--- src/rtl/m_alu_seq.sv ---
// m_alu_seq: handshaked ALU, iterative mul/div, {V,N,Z,C} flags.
// ALU_SEQ_HI_RESULT_EN drives result_hi with product high / remainder.
module m_alu_seq #(
  parameter int WIDTH = 8
) (
  input  logic             clk,
  input  logic             rst,
  input  logic             in_valid,
  output logic             in_ready,
  input  logic [WIDTH-1:0] a,
  input  logic [WIDTH-1:0] b,
  input  logic [3:0]       op,
  output logic             out_valid,
  input  logic             out_ready,
  output logic [WIDTH-1:0] result,
  output logic [WIDTH-1:0] result_hi,
  output logic [3:0]       flags
);

  localparam int SW = $clog2(WIDTH);

  typedef enum logic [1:0] {
    IDLE,
    BUSY,
    DONE
  } state_t;

  state_t state;
  state_t state_nx;

  logic [WIDTH-1:0] b_r;
  logic [WIDTH-1:0] hi_r;
  logic [WIDTH-1:0] lo_r;
  logic [SW-1:0]    cnt;
  logic             div_r;

  logic is_md;
  logic accept;
  logic last;

  assign is_md  = (op == 4'h2) || (op == 4'h3);
  assign accept = (state == IDLE) && in_valid;
  assign last   = (cnt == SW'(WIDTH - 1));

  always_ff @(posedge clk) begin
    if (rst) state <= IDLE;
    else     state <= state_nx;
  end

  always_comb begin
    state_nx = state;
    case (state)
      IDLE: if (in_valid) state_nx = is_md ? BUSY : DONE;
      BUSY: if (last) state_nx = DONE;
      DONE: if (out_ready) state_nx = IDLE;
      default: state_nx = IDLE;
    endcase
  end

  always_comb begin
    in_ready  = (state == IDLE);
    out_valid = (state == DONE);
  end

  // One iteration: mul keeps {hi,lo} = {acc, multiplier};
  // div keeps hi = partial remainder, lo = dividend/quotient.
  logic [WIDTH:0]   mul_sum;
  logic [WIDTH:0]   div_sh;
  logic [WIDTH-1:0] div_diff;
  logic             div_ge;
  logic [WIDTH-1:0] step_hi;
  logic [WIDTH-1:0] step_lo;

  always_comb begin
    mul_sum  = {1'b0, hi_r} + {1'b0, (lo_r[0] ? b_r : '0)};
    div_sh   = {hi_r, lo_r[WIDTH-1]};
    div_ge   = (div_sh >= {1'b0, b_r});
    div_diff = div_sh[WIDTH-1:0] - b_r;
    if (div_r) begin
      step_hi = div_ge ? div_diff : div_sh[WIDTH-1:0];
      step_lo = {lo_r[WIDTH-2:0], div_ge};
    end else begin
      step_hi = mul_sum[WIDTH:1];
      step_lo = {mul_sum[0], lo_r[WIDTH-1:1]};
    end
  end

  logic [SW-1:0]    sh;
  logic [SW:0]      sh_inv;
  logic [WIDTH:0]   sum;
  logic [WIDTH:0]   diff;
  logic [WIDTH:0]   shl_full;
  logic [WIDTH-1:0] alu_res;
  logic             alu_c;
  logic             alu_v;

  always_comb begin
    sh       = b[SW-1:0];
    sh_inv   = (SW + 1)'(WIDTH) - {1'b0, sh};
    sum      = {1'b0, a} + {1'b0, b};
    diff     = {1'b0, a} - {1'b0, b};
    shl_full = {1'b0, a} << sh;
    alu_res  = '0;
    alu_c    = 1'b0;
    alu_v    = 1'b0;
    case (op)
      4'h0: begin
        alu_res = sum[WIDTH-1:0];
        alu_c   = sum[WIDTH];
        alu_v   = (a[WIDTH-1] == b[WIDTH-1]) &&
                  (sum[WIDTH-1] != a[WIDTH-1]);
      end
      4'h1: begin
        alu_res = diff[WIDTH-1:0];
        alu_c   = diff[WIDTH];
        alu_v   = (a[WIDTH-1] != b[WIDTH-1]) &&
                  (diff[WIDTH-1] != a[WIDTH-1]);
      end
      4'h4: begin
        alu_res = shl_full[WIDTH-1:0];
        alu_c   = shl_full[WIDTH];
      end
      4'h5: alu_res = a >> sh;
      4'h6: alu_res = a & b;
      4'h7: alu_res = a | b;
      4'h8: alu_res = a ^ b;
      4'h9: alu_res = ~(a ^ b);
      4'hA: alu_res = ~(a & b);
      4'hB: alu_res = ~(a | b);
      // shift by WIDTH yields zero, so amount 0 needs no special case
      4'hC: alu_res = (a << sh) | (a >> sh_inv);
      4'hD: alu_res = (a >> sh) | (a << sh_inv);
      4'hE: alu_res = {{(WIDTH-1){1'b0}}, (a > b)};
      4'hF: alu_res = {{(WIDTH-1){1'b0}}, (a == b)};
      default: alu_res = '0;
    endcase
  end

  logic             ld;
  logic [WIDTH-1:0] nres;
  logic             nc;
  logic             nv;

  always_comb begin
    ld   = 1'b0;
    nres = '0;
    nc   = 1'b0;
    nv   = 1'b0;
    if (accept && !is_md) begin
      ld   = 1'b1;
      nres = alu_res;
      nc   = alu_c;
      nv   = alu_v;
    end else if (state == BUSY && last) begin
      ld   = 1'b1;
      nres = step_lo;
      nc   = !div_r && (step_hi != '0);
      nv   = div_r && (b_r == '0);
    end
  end

  always_ff @(posedge clk) begin
    if (rst) begin
      b_r    <= '0;
      hi_r   <= '0;
      lo_r   <= '0;
      cnt    <= '0;
      div_r  <= 1'b0;
      result <= '0;
      flags  <= '0;
    end else begin
      if (accept) begin
        b_r   <= b;
        hi_r  <= '0;
        lo_r  <= a;
        cnt   <= '0;
        div_r <= (op == 4'h3);
      end else if (state == BUSY) begin
        hi_r <= step_hi;
        lo_r <= step_lo;
        cnt  <= cnt + 1'b1;
      end
      if (ld) begin
        result <= nres;
        flags  <= {nv, nres[WIDTH-1], (nres == '0), nc};
      end
    end
  end

`ifdef ALU_SEQ_HI_RESULT_EN
  always_ff @(posedge clk) begin
    if (rst) begin
      result_hi <= '0;
    end else if (ld) begin
      result_hi <= (state == BUSY) ? step_hi : '0;
    end
  end
`else
  assign result_hi = '0;
`endif

endmodule

--- config.mk ---
export PLATFORM = sky130hd
export DESIGN_NAME = m_alu_seq
export DESIGN_NICKNAME = d
export VERILOG_FILES = /design/src/rtl/m_alu_seq.sv
export SDC_FILE = /design/constraint.sdc
export NUM_CORES = 1
export LEC_CHECK = 0
export ABC_AREA = 1
export BUFFER_PORTS_ARGS = -buffer_cell sky130_fd_sc_hd__buf_2
export CORE_MARGIN = 2
export CORE_UTILIZATION = 56
export CTS_CLUSTER_DIAMETER = 120
export CTS_CLUSTER_SIZE = 28
export DETAILED_ROUTE_END_ITERATION = 10
export PLACE_DENSITY = 0.78
export SKIP_CTS_REPAIR_TIMING = 1
export SYNTH_ARGS = -nofsm -noshare
export SYNTH_HDL_FRONTEND = slang
export SYNTH_SLANG_ARGS = --single-unit
--- constraint.sdc ---
create_clock -name clk -period 2.65 [get_ports clk]
set_clock_uncertainty 0.2 [all_clocks]
set_input_delay 0.3975 -clock clk [delete_from_list [all_inputs] [get_ports clk]]
set_output_delay 0.3975 -clock clk [all_outputs]
set_load 0.02 [all_outputs]
Word-level counts from Yosys, hierarchy flattened

Cells that the tools add are included.

Flip-flop bits (word level): 42
Input bits: 24
Output and inout port bits: 22
Logic and storage cells: 95

$add $sub $neg: 6
Magnitude comparators: 2
Equal/unequal tests: 26
Shift operators: 5
Muxes and demuxes: 22
Bitwise gates (word level): 8
Reduce and logical (&&, ||, !) cells: 18

Operator list:

| operator                                             | number |
|---|---|
| one-hot mux 8 bit (14 select lines)                  | 1 |
| two-way mux 8 bit                                    | 8 |
| equality test 4 bit (second input constant)          | 8 |
| inverter 8 bit                                       | 3 |
| OR 8 bit                                             | 3 |
| adder 8 x 8 -> 9 bit                                 | 2 |
| equality test 4 x 3 -> 1 bit (second input constant) | 4 |
| logical NOT 8 bit                                    | 2 |
| >= comparator 9 x 8 -> 1 bit                         | 1 |
| << shifter 8 x 3 -> 9 bit                            | 1 |
| subtractor 8 x 8 -> 9 bit                            | 1 |
| AND 8 bit                                            | 1 |
| equality test 4 x 2 -> 1 bit (second input constant) | 2 |
| equality test 8 bit                                  | 1 |
| greater-than comparator 8 bit                        | 1 |
| two-way mux 2 bit                                    | 4 |
| nonzero test 8 bit                                   | 1 |
| << shifter 8 x 3 -> 8 bit                            | 1 |
| << shifter 8 x 4 -> 8 bit                            | 1 |
| >> shifter 8 x 3 -> 8 bit                            | 1 |
| >> shifter 8 x 4 -> 8 bit                            | 1 |
| subtractor 8 bit                                     | 1 |
| XOR 8 bit                                            | 1 |
| logical AND 1 bit                                    | 7 |
| 21 further kinds                                     | 30 |

Logic depth before layout (Yosys ltp)

Depth after elaboration: 7
Depth in mapped cells: 22
Depth with buffers taken out: 20

Worst setup path before layout

No wires, ideal clock.

Path kind: input to register
From: in b[2]
To: reg flags[1]
Library setup time: 0.067 ns
Arrival time: 2.442 ns
Required time: 2.383 ns
Path slack: -0.059 ns
Stages: 17
Buffers on the path: 3
Cell sequence: inv_1 > buf_6 > clkbuf_1 > ha_1 > buf_2 > or2_2 > nand3_1 > nand3_1 > nor2_1 > nand3_1 > nand2_1 > nand3_1 > nor2_1 > nand2_1 > nor2_1 > nand2_1 > a21oi_2

Cells in the longest elaborated chain, start to end: 6
Elaborated cells between the ends (all ways): 21
Those cells by class: add/sub: 3; order compare: 1; eq/ne: 1; shift: 5; mux: 2; bitwise: 8; reduce/logical: 1

Ends and longest elaborated chain:

| item                                                                   | RTL line | source |
|---|---|---|
| start, declared                                                        | 11       | `input logic [WIDTH-1:0] b,` |
| subtractor 4 x 3 -> 4 bit                                              | 99       | `sh_inv = (SW + 1)'(WIDTH) - {1'b0, sh};` |
| << shifter 8 x 4 -> 8 bit or >> shifter 8 x 4 -> 8 bit (tied branches) | 132, 131 |  |
| OR 8 bit (on tied branches)                                            | 132, 131 |  |
| one-hot mux 8 bit (14 select lines) *                                  | 106      | `case (op)` |
| two-way mux 8 bit *                                                    | 149      | `if (accept && !is_md) begin` |
| logical NOT 8 bit *                                                    | 185      | `flags <= {nv, nres[WIDTH-1], (nres == '0), nc};` |
| end signal, assigned                                                   | 185      |  |
| end, declared                                                          | 17       | `output logic [3:0] flags` |

Every way passes the cells marked *; elsewhere a longest branch is shown, timed or not.
A chain may end at the register's enable or synchronous reset.

Worst setup path after layout

From: in b[0]
To: reg flags[1]

The elaborated chain is that of the path after synthesis.

==> impl_results.md <==
- Outcome: finished clean
- HP Start: rst
- Layout overhead on the synthesized area: 17.0%
- Vias: ~6.7k
- Largest net degree at the start of global routing: 28
- WP data required: 2.70 ns
- Post-Route M1 WL: between 7 and 8 mm
- Initial antenna violation count: 0
- Filler Cell Count: between 900 and 1k
- Starting Density: 56.9%
- Clk root buf: clkbuf_8
- Die Ht: a little over 100 um
- Arrival time at the worst endpoint: about 2.5 ns
- WP buf/inv: 1
- Total power: roughly 2400 uW
- Num ports: 46
- Antenna Diode Count: 0
- Number of global-route vias before repair: 5977
- Most used cell, CP: nand3_1
- Share of Yosys cell area claimed by the top area cell type: 22.2%
- Via density: around 5.6
- Register Area: slightly above 800 sq um
- Post-Syn Area: 5490 sq um
- Placer Congestion: 1.03
- Syn. warnings: 0
- Port bufs: 37
- Fin crit period: 2.48 ns
- Relative max-transition margin: 51.8%
- Period Utilization, post-route: between 90% and 100%
- Reg2reg end: flags[0]
- Register bit count reported by yosys: 41
- Placed cell area: a little over 6000 sq um
- Commonest register cell after synthesis: dfxtp_1
- Pwr dens: 372 nW/um^2
- Leakage Power: 0.00363 uW
- Hold Path Class: input pin to flop
- Worst Hold Path EP: flags[1]
- Final setup violating endpoints: 0
- CTS Sinks: 41
- Worst-path cell chain: buf_2 > ha_1 > fa_1 > or2_2 > nand3_1 > nand3_1 > nor2_1 > nand3_1 > nand2_1 > nand3_1 > nor2_1 > nand2_1 > nor2_1 > nand2_1 > a21oi_2
- H-tree level count: 2
- Met2 Wirelength: between 7 and 8 mm
- CP max FO: 4
- Synth top area cells: nand2_1, dfxtp_1, nand3_1
- DRC Markers: 0
- Setup crit start kind: input pin
- Avg Synthesized Cell Area: between 5 and 6 sq um
- Tightest Pin Transition: 0.721 ns
- R2R Setup Slk: approximately 0.17 ns
- Uppermost layer routed: met4
- Dpl hpwl: between 10 and 15 mm
- Multi-input gate area: 4010 sq um
- Area of the die: approximately 11000 sq um
- Core Footprint: slightly below 10000 sq um
- Crit path depth: 15
- Routed WL: 18.0 mm
- CTS max path bufs: 2
- Worst setup EP type: flop
- Yosys top cell by area: nand2_1
- Worst setup path class: input pin to flop
- Mapped Cells: 983
- First-pass DRT Iterations: 6
- Clk Latency, worst-skew pair: 0.31 ns
- Avg WL per Cell: between 10 and 15 um
- Final Max Slew Viols: 0
- Iter 0 DRT Violations: 631
- Critical Path Start: b[0]
- Sequential area share after synthesis: between 10% and 20%
- Max IR drop VDD: between 0.2 and 0.3 mV
- Library cells used by synthesis: 47
- CTS Buf Count: 5
- Worst Reg-to-Reg Cells: 16
- Global route overflow: 0
- RR Startpoint: lo_r[7]
- Std-Cell Rows: 36
- Met3 wire len: 1.83 mm
- Max incr delay on CP: 0.38 ns
- Synth async-reset ratio: 0%
- Hold path depth: 2
- Max cap viols: 0
- Crit path max-delay cell type: fa_1
- GRT Util Overall: 34.7%
- Share of post-route cells with drive strength above 1: roughly 15%
- Die Width: between 100 and 150 um
- Post-synth EDFFs: 0
- DRT antenna net count: 0
- Top delay family on crit path: simple AND/OR/NAND/NOR gates
- Nets: between 1k and 1.5k
- Fmax: 402 MHz
- Hold Fails Final Rpt: 0
- Final design area excluding fillers: about 6400 sq um
- First-pass GRT wire length: 28.9 mm
- Worst-path clk slew: around 0.090 ns
- CTS tree: yes
[layout make-up]
| type | count | share of cell area (%) |
|---|---|---|
| well taps | 133 | 2.59 |
| flip-flops and latches | 41 | 12.8 |
| clock inverters | 3 | 1.07 |
| repair buffers | 113 | 12.2 |
| clock buffers | 5 | 1.07 |
| inverters | 132 | 7.76 |
| multi-input cells | 781 | 62.5 |
[through the flow]
| stage | setup WS [ns] | hold slack, ns | setup TNS (ns) | std cells | util, % |
|---|---|---|---|---|---|
| final | 0.165 | 0.169 | 0 | 1208 | 66.6 |
| after detailed placement | -0.0955 | 0.269 | -0.0955 | 1199 | 64.7 |
| after global routing | -0.0206 | 0.188 | -0.0206 | 1208 | 66.6 |
| after CTS | 0.108 | 0.168 | 0 | 1207 | 66.1 |
| after floorplan | 0.0371 | 0.244 | 0 | 990 | - |
| after global placement | -0.0433 | 0.259 | -0.0433 | 1199 | 64.7 |
[Yosys cell counts, types with 3 or more instances]
cell type / count
inv_1: 128
nand2_4: 6
xnor2_1: 3
nor3_1: 4
buf_2: 8
o221ai_1: 6
nand2_1: 324
o21ai_1: 3
nand3_1: 116
o21ai_0: 49
dfxtp_1: 41
a21oi_1: 53
nor2_2: 4
o211ai_1: 11
clkbuf_1: 14
xor2_1: 3
buf_4: 10
a31oi_1: 3
ha_1: 44
nand4_1: 13
nor2_1: 100
fa_1: 4
nand2_2: 4
[power by group]
group / switching, uW / internal [uW]
registers: 35.1 / 656
clock network: 254 / 380
logic: 670 / 391
[sequential cells by signal (all words and copies together), names as in the netlist]
signal	flops
b_r	8
hi_r	8
lo_r	8
result	7
flags	4
cnt	3
state	2
div_r	1
[worst register-to-register path, stage by stage (launching register included)]
cell	delay, ns
dfxtp_1	0.32
inv_1	0.12
ha_1	0.17
inv_1	0.06
fa_1	0.40
nand3_1	0.09
nand2_1	0.11
a21oi_2	0.15
xor2_1	0.09
nand3_1	0.07
nand2_1	0.07
nor2_1	0.13
nand2_1	0.08
nor2_1	0.14
nand2_1	0.08
nand2_1	0.06
a21oi_1	0.05
[placed cells by master (no fill, tap or decap), types with 2 or more instances in the layout]
master / synthesis / routed
dfxtp_1: 41 / 39
nand2_4: 6 / 6
buf_2: 8 / 37
a22oi_1: 2 / 2
fa_1: 4 / 3
inv_1: 128 / 128
nand4_1: 13 / 13
a21o_1: 2 / 2
nand3_1: 116 / 115
a21oi_1: 53 / 51
bufinv_16: 0 / 2
o21ai_1: 3 / 3
o221ai_1: 6 / 6
a21oi_2: 2 / 4
ha_1: 44 / 44
a221oi_1: 2 / 2
buf_12: 1 / 2
nor2_1: 100 / 98
inv_2: 2 / 2
nor2_2: 4 / 6
xor2_1: 3 / 3
a31oi_1: 3 / 3
dfxtp_2: 0 / 2
nand2_2: 4 / 6
xnor2_1: 3 / 3
nand2_1: 324 / 322
buf_4: 10 / 74
nor3_1: 4 / 3
nor4_1: 2 / 2
o211ai_1: 11 / 11
o21ai_0: 49 / 48
nand3_2: 1 / 2
clkbuf_8: 0 / 5
conb_1: 1 / 8
nand3b_1: 2 / 2
[worst max-delay path by stage]
stage	to	slack, ns
4_1_cts	flags[0]	0.11
3_3_place_gp	flags[1]	-0.04
2_1_floorplan	flags[1]	0.04
6_report	flags[1]	0.17
5_1_grt	flags[0]	-0.02
3_5_place_dp	flags[1]	-0.1
[cells by family after synthesis]
group | after synthesis | share of synthesized area [%]
mux | 1 | 0.182
simple gates | 581 | 45.2
other cells | 1 | 0.0684
buf+inv | 168 | 13.0
flops | 41 | 15.0
compound gates | 137 | 14.2
fa+ha+maj | 48 | 11.5
xor+xnor | 6 | 0.958
[per-layer routing]
metal / vias to the layer above / global-route usage [%]
li1: 3352 / -
met1: 2951 / 48.9
met2: 358 / 53.4
met3: 58 / 6.17
met4: 0 / 11.7
met5: - / 0
(Power assumes the default switching activity.)
